<file path="src/rtl/fp_addsub_seq.sv">
// Sequential IEEE-754 single-precision add/subtract: one operation in flight,
// six-state FSM (IDLE..ROUND), fixed five-edge latency, denormals flushed to zero.
module fp_addsub_seq #(
    parameter logic [31:0] NAN_OUT = 32'h7FC00000
) (
    input  logic        clk_i,
    input  logic        RST,
    input  logic        start_i,
    input  logic [31:0] opa_i,
    input  logic [31:0] opb_i,
    input  logic        fpu_op_i,
    input  logic [1:0]  mode_i,
    output logic        busy_o,
    output logic        done_o,
    output logic [31:0] result,
    output logic        ine,
    output logic        overflow,
    output logic        underflow,
    output logic        inf,
    output logic        zero
);

    typedef enum logic [2:0] {
        StIdle, StUnpack, StAlign, StAdd, StNorm, StRound
    } state_e;

    state_e            state_q;
    logic [31:0]       opa_q, opb_q, spec_res_q;
    logic              op_q, sign_q, sub_q, zsign_q, spec_q, spec_nan_q, exact_zero_q;
    logic [1:0]        mode_q;
    logic [7:0]        exp_big_q, diff_q;
    logic [23:0]       man_big_q, man_small_q;
    logic [26:0]       small_q, norm_q;
    logic [27:0]       sum_q;
    logic signed [9:0] exp_q;

    logic              sign_a, sign_b, a_nan, b_nan, a_inf, b_inf, a_zero, b_zero, a_ge;
    logic              zsign_d, spec_d, spec_nan_d;
    logic [30:0]       mag_a, mag_b;
    logic [31:0]       spec_res_d;

    // Unpack: classify operands, order by magnitude, settle special results early
    always_comb begin
        sign_a     = opa_q[31];
        sign_b     = opb_q[31] ^ op_q;
        a_zero     = opa_q[30:23] == 8'h00;
        b_zero     = opb_q[30:23] == 8'h00;
        a_inf      = (opa_q[30:23] == 8'hFF) && (opa_q[22:0] == 23'h0);
        b_inf      = (opb_q[30:23] == 8'hFF) && (opb_q[22:0] == 23'h0);
        a_nan      = (opa_q[30:23] == 8'hFF) && (opa_q[22:0] != 23'h0);
        b_nan      = (opb_q[30:23] == 8'hFF) && (opb_q[22:0] != 23'h0);
        mag_a      = a_zero ? 31'h0 : opa_q[30:0];
        mag_b      = b_zero ? 31'h0 : opb_q[30:0];
        a_ge       = mag_a >= mag_b;
        zsign_d    = (sign_a == sign_b) ? sign_a : (mode_q == 2'b11);
        spec_d     = 1'b1;
        spec_nan_d = 1'b0;
        spec_res_d = '0;
        if (a_nan || b_nan || (a_inf && b_inf && (sign_a != sign_b))) begin
            spec_nan_d = 1'b1;
            spec_res_d = NAN_OUT;
        end else if (a_inf) begin
            spec_res_d = {sign_a, 31'h7F800000};
        end else if (b_inf) begin
            spec_res_d = {sign_b, 31'h7F800000};
        end else if (a_zero && b_zero) begin
            spec_res_d = {zsign_d, 31'h0};
        end else if (a_zero) begin
            spec_res_d = {sign_b, mag_b};
        end else if (b_zero) begin
            spec_res_d = {sign_a, mag_a};
        end else begin
            spec_d = 1'b0;
        end
    end

    logic [49:0] shifted;
    logic [26:0] small_d;
    logic [27:0] sum_d;

    always_comb begin
        shifted = {man_small_q, 26'h0} >> diff_q;
        small_d = (diff_q >= 8'd26) ? 27'd1 : {shifted[49:24], |shifted[23:0]};
        sum_d   = sub_q ? ({1'b0, man_big_q, 3'b000} - {1'b0, small_q})
                        : ({1'b0, man_big_q, 3'b000} + {1'b0, small_q});
    end

    logic [4:0]        lz;
    logic [26:0]       norm_d;
    logic signed [9:0] exp_norm_d;

    always_comb begin
        lz = '0;
        for (int i = 0; i < 27; i++) begin
            if (sum_q[i]) lz = 5'(26 - i);
        end
        if (sum_q[27]) begin
            norm_d     = {sum_q[27:2], sum_q[1] | sum_q[0]};
            exp_norm_d = $signed({2'b00, exp_big_q}) + 10'sd1;
        end else begin
            norm_d     = sum_q[26:0] << lz;
            exp_norm_d = $signed({2'b00, exp_big_q}) - $signed({5'b00000, lz});
        end
    end

    logic              inexact, inc, inf_sel;
    logic [24:0]       man25;
    logic [22:0]       frac_r;
    logic signed [9:0] exp_r;
    logic [31:0]       res_d;
    logic              ine_d, ovf_d, unf_d;

    // Round: norm_q = {hidden, 23 fraction bits, G, R, S}
    always_comb begin
        inexact = norm_q[2] | norm_q[1] | norm_q[0];
        unique case (mode_q)
            2'b00:   inc = norm_q[2] & (norm_q[1] | norm_q[0] | norm_q[3]);
            2'b01:   inc = 1'b0;
            2'b10:   inc = ~sign_q & inexact;
            default: inc = sign_q & inexact;
        endcase
        man25   = {1'b0, norm_q[26:3]} + {24'h0, inc};
        frac_r  = man25[24] ? man25[23:1] : man25[22:0];
        exp_r   = exp_q + $signed({9'h0, man25[24]});
        inf_sel = (mode_q == 2'b00) || (mode_q == 2'b10 && !sign_q) || (mode_q == 2'b11 && sign_q);
        ine_d   = 1'b0;
        ovf_d   = 1'b0;
        unf_d   = 1'b0;
        if (spec_q) begin
            res_d = spec_res_q;
        end else if (exact_zero_q) begin
            res_d = {zsign_q, 31'h0};
        end else if (exp_q <= 10'sd0) begin
            res_d = {sign_q, 31'h0};
            unf_d = 1'b1;
            ine_d = 1'b1;
        end else if (exp_r >= 10'sd255) begin
            res_d = inf_sel ? {sign_q, 8'hFF, 23'h0} : {sign_q, 8'hFE, 23'h7FFFFF};
            ovf_d = 1'b1;
            ine_d = 1'b1;
        end else begin
            res_d = {sign_q, exp_r[7:0], frac_r};
            ine_d = inexact;
        end
    end

    always_ff @(posedge clk_i) begin
        if (RST) begin
            state_q   <= StIdle;
            busy_o    <= 1'b0;
            done_o    <= 1'b0;
            result    <= 32'h0;
            ine       <= 1'b0;
            overflow  <= 1'b0;
            underflow <= 1'b0;
            inf       <= 1'b0;
            zero      <= 1'b0;
        end else begin
            done_o <= 1'b0;
            unique case (state_q)
                StIdle: begin
                    if (start_i) begin
                        state_q <= StUnpack;
                        busy_o  <= 1'b1;
                        opa_q   <= opa_i;
                        opb_q   <= opb_i;
                        op_q    <= fpu_op_i;
                        mode_q  <= mode_i;
                    end
                end
                StUnpack: begin
                    state_q     <= StAlign;
                    spec_q      <= spec_d;
                    spec_nan_q  <= spec_nan_d;
                    spec_res_q  <= spec_res_d;
                    zsign_q     <= zsign_d;
                    sub_q       <= sign_a ^ sign_b;
                    sign_q      <= a_ge ? sign_a : sign_b;
                    exp_big_q   <= a_ge ? mag_a[30:23] : mag_b[30:23];
                    diff_q      <= a_ge ? (mag_a[30:23] - mag_b[30:23])
                                        : (mag_b[30:23] - mag_a[30:23]);
                    man_big_q   <= a_ge ? {1'b1, mag_a[22:0]} : {1'b1, mag_b[22:0]};
                    man_small_q <= a_ge ? {1'b1, mag_b[22:0]} : {1'b1, mag_a[22:0]};
                end
                StAlign: begin
                    state_q <= StAdd;
                    small_q <= small_d;
                end
                StAdd: begin
                    state_q <= StNorm;
                    sum_q   <= sum_d;
                end
                StNorm: begin
                    state_q      <= StRound;
                    norm_q       <= norm_d;
                    exp_q        <= exp_norm_d;
                    exact_zero_q <= sum_q == 28'h0;
                end
                StRound: begin
                    state_q   <= StIdle;
                    busy_o    <= 1'b0;
                    done_o    <= 1'b1;
                    result    <= res_d;
                    ine       <= ine_d;
                    overflow  <= ovf_d;
                    underflow <= unf_d;
                    // NaN results carry no status at all
                    inf       <= !spec_nan_q && (res_d[30:0] == 31'h7F800000);
                    zero      <= !spec_nan_q && (res_d[30:0] == 31'h0);
                end
                default: state_q <= StIdle;
            endcase
        end
    end

endmodule

</file>
<file path="config.mk">
export PLATFORM = sky130hd
export DESIGN_NAME = fp_addsub_seq
export DESIGN_NICKNAME = d
export VERILOG_FILES = /design/src/rtl/fp_addsub_seq.sv
export SDC_FILE = /design/constraint.sdc
export NUM_CORES = 1
export LEC_CHECK = 0
export ABC_AREA = 1
export BUFFER_PORTS_ARGS = -buffer_cell sky130_fd_sc_hd__buf_2
export CAP_MARGIN = 20
export CORE_MARGIN = 2
export CORE_UTILIZATION = 37
export DETAILED_ROUTE_END_ITERATION = 6
export PLACE_DENSITY = 0.67
export SYNTH_ARGS = -nofsm -noshare
export SYNTH_HDL_FRONTEND = slang
export SYNTH_SLANG_ARGS = --single-unit
</file>
<file path="constraint.sdc">
create_clock -name clk_i -period 5.8 [get_ports clk_i]
set_clock_uncertainty 0.1 [all_clocks]
set_input_delay 0 -clock clk_i [delete_from_list [all_inputs] [get_ports clk_i]]
set_output_delay 0 -clock clk_i [all_outputs]
set_load 0.05 [all_outputs]
</file>
=== After elaboration in Yosys (flattened, before gate mapping) ===
Index checks and enable logic that the tools add are counted.

* $add $sub $neg: 8
* $lt $le $gt $ge: 4
* Equal/unequal tests: 14
* Shifts and indexed selects: 2
* Muxes and demuxes: 68
* Bitwise operators: 12
* Reduce and logical (&&, ||, !) cells: 38

{| class="wikitable"
|+ Operator list
! cell !! count
|-
| 32-bit two-way mux || 7
|-
| 5-bit two-way mux || 27
|-
| 31-bit two-way mux || 4
|-
| 23-bit two-way mux || 3
|-
| 50-bit by 8-bit right shift with 50-bit output || 1
|-
| 23-bit zero test || 2
|-
| 23-bit nonzero test || 2
|-
| 31-bit equality test, second input constant || 1
|-
| 31-bit greater-or-equal comparator || 1
|-
| 31-bit zero test || 1
|-
| 27-bit by 27-bit adder with 28-bit output || 1
|-
| 28-bit zero test || 1
|-
| 28-bit two-way mux || 1
|-
| 27-bit by 27-bit subtractor with 28-bit output || 1
|-
| 27-bit by 5-bit << shifter with 27-bit output || 1
|-
| 26-bit two-way mux || 1
|-
| 24-bit by 1-bit adder with 25-bit output || 1
|-
| 24-bit two-way mux || 1
|-
| 24-bit OR reduction || 1
|-
| 1-bit two-way mux || 17
|-
| 8-bit equality test, second input constant || 2
|-
| 8-bit zero test || 2
|-
| 8-bit two-way mux || 2
|-
| 8-bit subtractor || 2
|-
| 34 further kinds || 63
|}

* Flip-flop bits (word level): 303
* Input bits: 70
* Output and inout bits: 39
* Logic and storage cells: 177

=== Depth between registers and ports, before layout ===
* Depth after elaboration: 29
* Mapped depth: 41
* Depth with buffers taken out: 40

=== Least setup slack after synthesis ===
OpenSTA, ideal clock, no wires.

* Path kind: flip-flop to flip-flop
* Start point: register state_q[0]
* End point: register diff_q[0] (enable)
* Library setup time: 0.558 ns
* Arrival time: 4.703 ns
* Data required time: 5.142 ns
* Setup slack: 0.440 ns
* Stages on the path, launching flop included: 5
* Path buffers: 0
* Period minus slack after synthesis: 5.360 ns
* Path through: dfxtp_1 inv_1 nor2_1 nand2_1 nor2_1

* Cells in the longest elaborated chain, start to end: 2

{| class="wikitable"
|+ Ends and longest elaborated chain
! item !! RTL line !! source
|-
| start: declaration || 27 || <nowiki>state_e state_q;</nowiki>
|-
| start signal: assignment || 149 || <nowiki>state_q <= StIdle;</nowiki>
|-
| start signal: assignment || 163 || <nowiki>state_q <= StUnpack;</nowiki>
|-
| start signal: assignment || 172 || <nowiki>state_q <= StAlign;</nowiki>
|-
| 3-bit by 1-bit equality test with 1-bit output || 160 || <nowiki>unique case (state_q)</nowiki>
|-
| 2-bit AND reduction (no line) || -- ||
|-
| end signal: assignment || 180 || <nowiki>diff_q <= a_ge ? (mag_a[30:23] - mag_b[30:23])</nowiki>
|-
| end: declaration || 31 || <nowiki>logic [7:0] exp_big_q, diff_q;</nowiki>
|}

Every way passes these cells.
A chain may end at the register's enable or synchronous reset.

=== Worst setup path in the final report ===
* Start point: register mode_q[1]
* End point: register inf

* Cells in the longest elaborated chain, start to end: 11
* Elaborated cells on any way between the ends: 20
* Classes of those cells: 2 x add/sub; 1 x order compare; 4 x eq/ne; 7 x mux; 6 x reduce/logical

{| class="wikitable"
|+ Ends and longest elaborated chain
! item !! RTL line !! source
|-
| start: declaration || 30 || <nowiki>logic [1:0] mode_q;</nowiki>
|-
| start signal: assignment || 168 || <nowiki>mode_q <= mode_i;</nowiki>
|-
| 2-bit equality test (tied with other cells) || 116, 125 ||
|-
| 1-bit one-hot mux with 3 select lines / 1-bit logical AND (equally long branches) || 116, 125 ||
|-
| 24-bit by 1-bit adder with 25-bit output / 1-bit logical OR (equally long branches) || 122, 125 ||
|-
| 10-bit by 2-bit adder with 10-bit output / 1-bit logical OR (equally long branches) || 124, 125 ||
|-
| 10-bit by 9-bit greater-or-equal comparator with 1-bit output / 24-bit two-way mux (equally long branches) || 137, 138 ||
|-
| 31-bit two-way mux (*) || 137 || <nowiki>end else if (exp_r >= 10'sd255) begin</nowiki>
|-
| 31-bit two-way mux (*) || 133 || <nowiki>end else if (exp_q <= 10'sd0) begin</nowiki>
|-
| 32-bit two-way mux (*) || 131 || <nowiki>end else if (exact_zero_q) begin</nowiki>
|-
| 32-bit two-way mux (*) || 129 || <nowiki>if (spec_q) begin</nowiki>
|-
| 31-bit equality test (*) || 208 || <nowiki>inf <= !spec_nan_q && (res_d[30:0] == 31'h7F800000);</nowiki>
|-
| 1-bit logical AND (*) || 208 ||
|-
| end signal: assignment || 208 ||
|-
| end: declaration || 19 || <nowiki>output logic inf,</nowiki>
|}

Every way passes the cells marked *; elsewhere a longest branch is shown, timed or not.

==> impl_metrics.toml <==
[run_status]
status = "finished, final reports clean"

[logic_synthesis]
netlist_top_cells_count = "nand2_1, inv_1, edfxtp_1, nor2_1, o21ai_0"
synth_top_cell_by_area = "edfxtp_1"
synth.yosys.seq_area_share_pct = 44.89
synth_seq_cells = 301
synth.most_common_cell = "nand2_1"
yosys_warnings = 0
synth_cells = 2337
leading_post_synthesis_cells_by_cell_area = "edfxtp_1, nand2_1, ha_1, inv_1, o21ai_0"
unique_masters_post_synth = 66
post_synth_instance_area_sq_um = 19200
mean_instance_size_in_the_synthesized_netlist_sq_um = 8.214
syn_nets = 2507
number_of_enable_type_register_cells_in_the_synthesized_netlist = 259
synth_ff_type = "edfxtp_1"
ys_async_sr_fraction_pct = 0
synth_top_area_share_pct = 40.51

[pwr]
p_leak_nw = 9.865
ir_worst_vdd_uv = 253.8
powerDensity_nw_per_um2 = 247.1

[finish]
final_core_utilization_pct = 44.04
nets = 2665
post_route_cells_drive_above_1_share_pct = 11.46
post-route-cell-area_sq_um = 22590
flow.area_growth_from_synthesis_pct = 17.70
antennaDiodeCount = 0

[sta]
timing.fmax_mhz = 174.5
grt_setup_unrepaired = "true"
period_share_pct = 98.78
timing.setup.tns_ns = 0
maxSlewHeadroom_pct = 37.92
fin_crit_ns = 5.729
setup_viol = 0
final_hold_viol_count = 0
final_max_slew_violation_count = 0
worst-slew-pin-transition_ns = 0.9313

[floorplan]
core_area_sq_um = 51300
start_util_pct = 37.42
rows = 83
io-pin-count = 109
die_y_um = 231.8
fp.dieArea_sq_um = 53720
dieWidth_um = 231.8

[routing]
finalWirelength_mm = 58.80
route.antenna.remaining_nets = 0
viasPerCell = 5.349
route.detailed.wl_per_inst_um = 18.36
via_count = 17130
dr.pass1.iters = 7
first_iter_violations = 1799
drc_errors = 0

[clock_network]
clock_tree.htree_level_count = 2
cts_root_buffer = "clkbuf_16"
num_cts_buffers = 36
latest_clock_arrival_within_the_worst_skew_pair_ns = 0.55
clock_path_buffers = 3
clk_transition_reported_paths_ns = 0.06
cts.sink_count = 301
cts_tree = "done"

[worst_setup_path]
critPathMaxFanout = 8
timing.critical_path.to_type = "flip-flop"
crit_type = "flip-flop to flip-flop"
cp.required_ns = 6.18
r2r_start = "mode_q[1]"
cpMaxStageDelayCell = "edfxtp_1"
cp_launch_type = "flip-flop"
setup.worst_path.start = "mode_q[1]"
crit_arrival_ns = 6.11
delay_of_the_slowest_cell_on_the_worst_path_ns = 0.43

[global_routing]
grt.met2_usage_pct = 34.71
grt_start_max_net_pins = 68
grt_util_all_layers_pct = 21.45
grt_most_used_layer = "met2"
use_met3_pct = 2.726
antenna_found_initial = 0
grt_remaining_overflow = 0
via_count_of_the_first_global_routing_pass = 16060
wire_length_of_the_first_global_routing_pass_mm = 89.74
gr-usage-met1_pct = 29.12

[placed_design]
postPlaceCellArea_sq_um = 20350
gp_congestion = 0.9884
place_hpwl_mm = 44.15
placement.io_buffers = 108

[worst_hold_path]
hp-class = "input port to flip-flop"
hold_path_startpoint = "opb_i[26]"

[job]
cap_viol_max_count = 0
[what timing repair did]
item,in CTS,in global routing
buffers inserted,0,20
endpoints found under the hold margin,77,0
resized for setup,1,54
hold buffers,70,0
setup endpoints to repair,1,27
cloned,0,1
pin swaps,0,24
[cell type report]
class                   instances  area [sq um]
inverters                     320          1226
fillers                      4998         28710
well taps                     680         850.8
clock buffers                  45         985.9
multi-input cells            1616          9165
repair buffers                220          1570
flip-flops and latches        301          8618
clock inverters                20         177.7
[per-stage QoR]
| stage | worst slack [ns] | cells | power [mW] | hold slack, ns |
|---|---|---|---|---|
| detailed placement | -0.002537 | 3045 | 3.326 | 0.07810 |
| global route | -0.2857 | 3202 | 5.803 | 0.05074 |
| global placement | 0.1424 | 3045 | 3.317 | 0.07696 |
| finish | 0.07077 | 3202 | 5.583 | 0.06486 |
| floorplan | 0.4397 | 2337 | 3.087 | -0.03093 |
| CTS | 0.007201 | 3180 | 5.600 | 0.03128 |
[critical path: cells and delay by family, from the launching register on]
family,cells,cell delay (ns)
and+or+nand+nor,21,2.55
adders and majority gates,5,1.01
AOI/OAI and AO/OA,6,0.97
buffers and inverters,7,0.59
DFF,1,0.43
[state kept, by name, indices dropped and copies added (netlist names), 2 cells and up]
signal and count:
opa_q 32, opb_q 32, result 32, spec_res_q 32, sum_q 28, norm_q 27, small_q 27, man_big_q 23
man_small_q 23, exp_q 10, diff_q 8, exp_big_q 8, state_q 3, mode_q 2
[cells by family (layout without fill, tap and decap cells)]
family / count (synthesis) / after routing / synth area share, %
mux: 32 / 32 / 1.669
buf+inv: 421 / 605 / 8.564
fa+ha+maj: 100 / 100 / 6.674
compound gates: 480 / 480 / 14.48
xor+xnor: 57 / 57 / 2.601
flops: 301 / 301 / 44.89
simple gates: 946 / 947 / 21.12
[cells in the final DEF, fill, tap and decap left out, types with 8 or more instances in the layout]
cell	n
o22ai_1	41
o21ai_1	17
dlygate4sd3_1	70
inv_1	304
nor2_2	12
a31oi_1	17
o21ai_0	177
nor2_4	8
xnor2_1	9
nand4_1	36
nor2_1	203
mux2i_1	32
nor4_1	23
inv_2	12
xor2_1	48
edfxtp_1	259
o211ai_1	25
dfxtp_1	42
ha_1	92
buf_4	39
a21oi_1	122
nand3_1	127
o21bai_1	18
nand2_1	472
nor3_1	25
buf_2	108
clkbuf_16	37
[worst paths after layout]
path	endpoint	slack (ns)	depth (start not counted)
min	opb_q[26]	0.06	2
max reg2reg	inf	0.07	39
min reg2reg	overflow	0.36	2
max	inf	0.07	39
[metal layers]
metal / part of all wire, % / wire length [um]
met2: 46 / 26980
met4: 3.9 / 2272
met3: 5.9 / 3491
met5: 0 / 0
met1: 44 / 26060
[power breakdown]
part / leakage [nW] / internal, mW / switching, mW / total, mW
clock: 0.561 / 1.31 / 0.931 / 2.24
sequential: 2.72 / 2.47 / 0.0725 / 2.55
combinational: 6.58 / 0.270 / 0.528 / 0.798
total: 9.86 / 4.05 / 1.53 / 5.58
No activity file was read; power rests on OpenSTA's default activity.
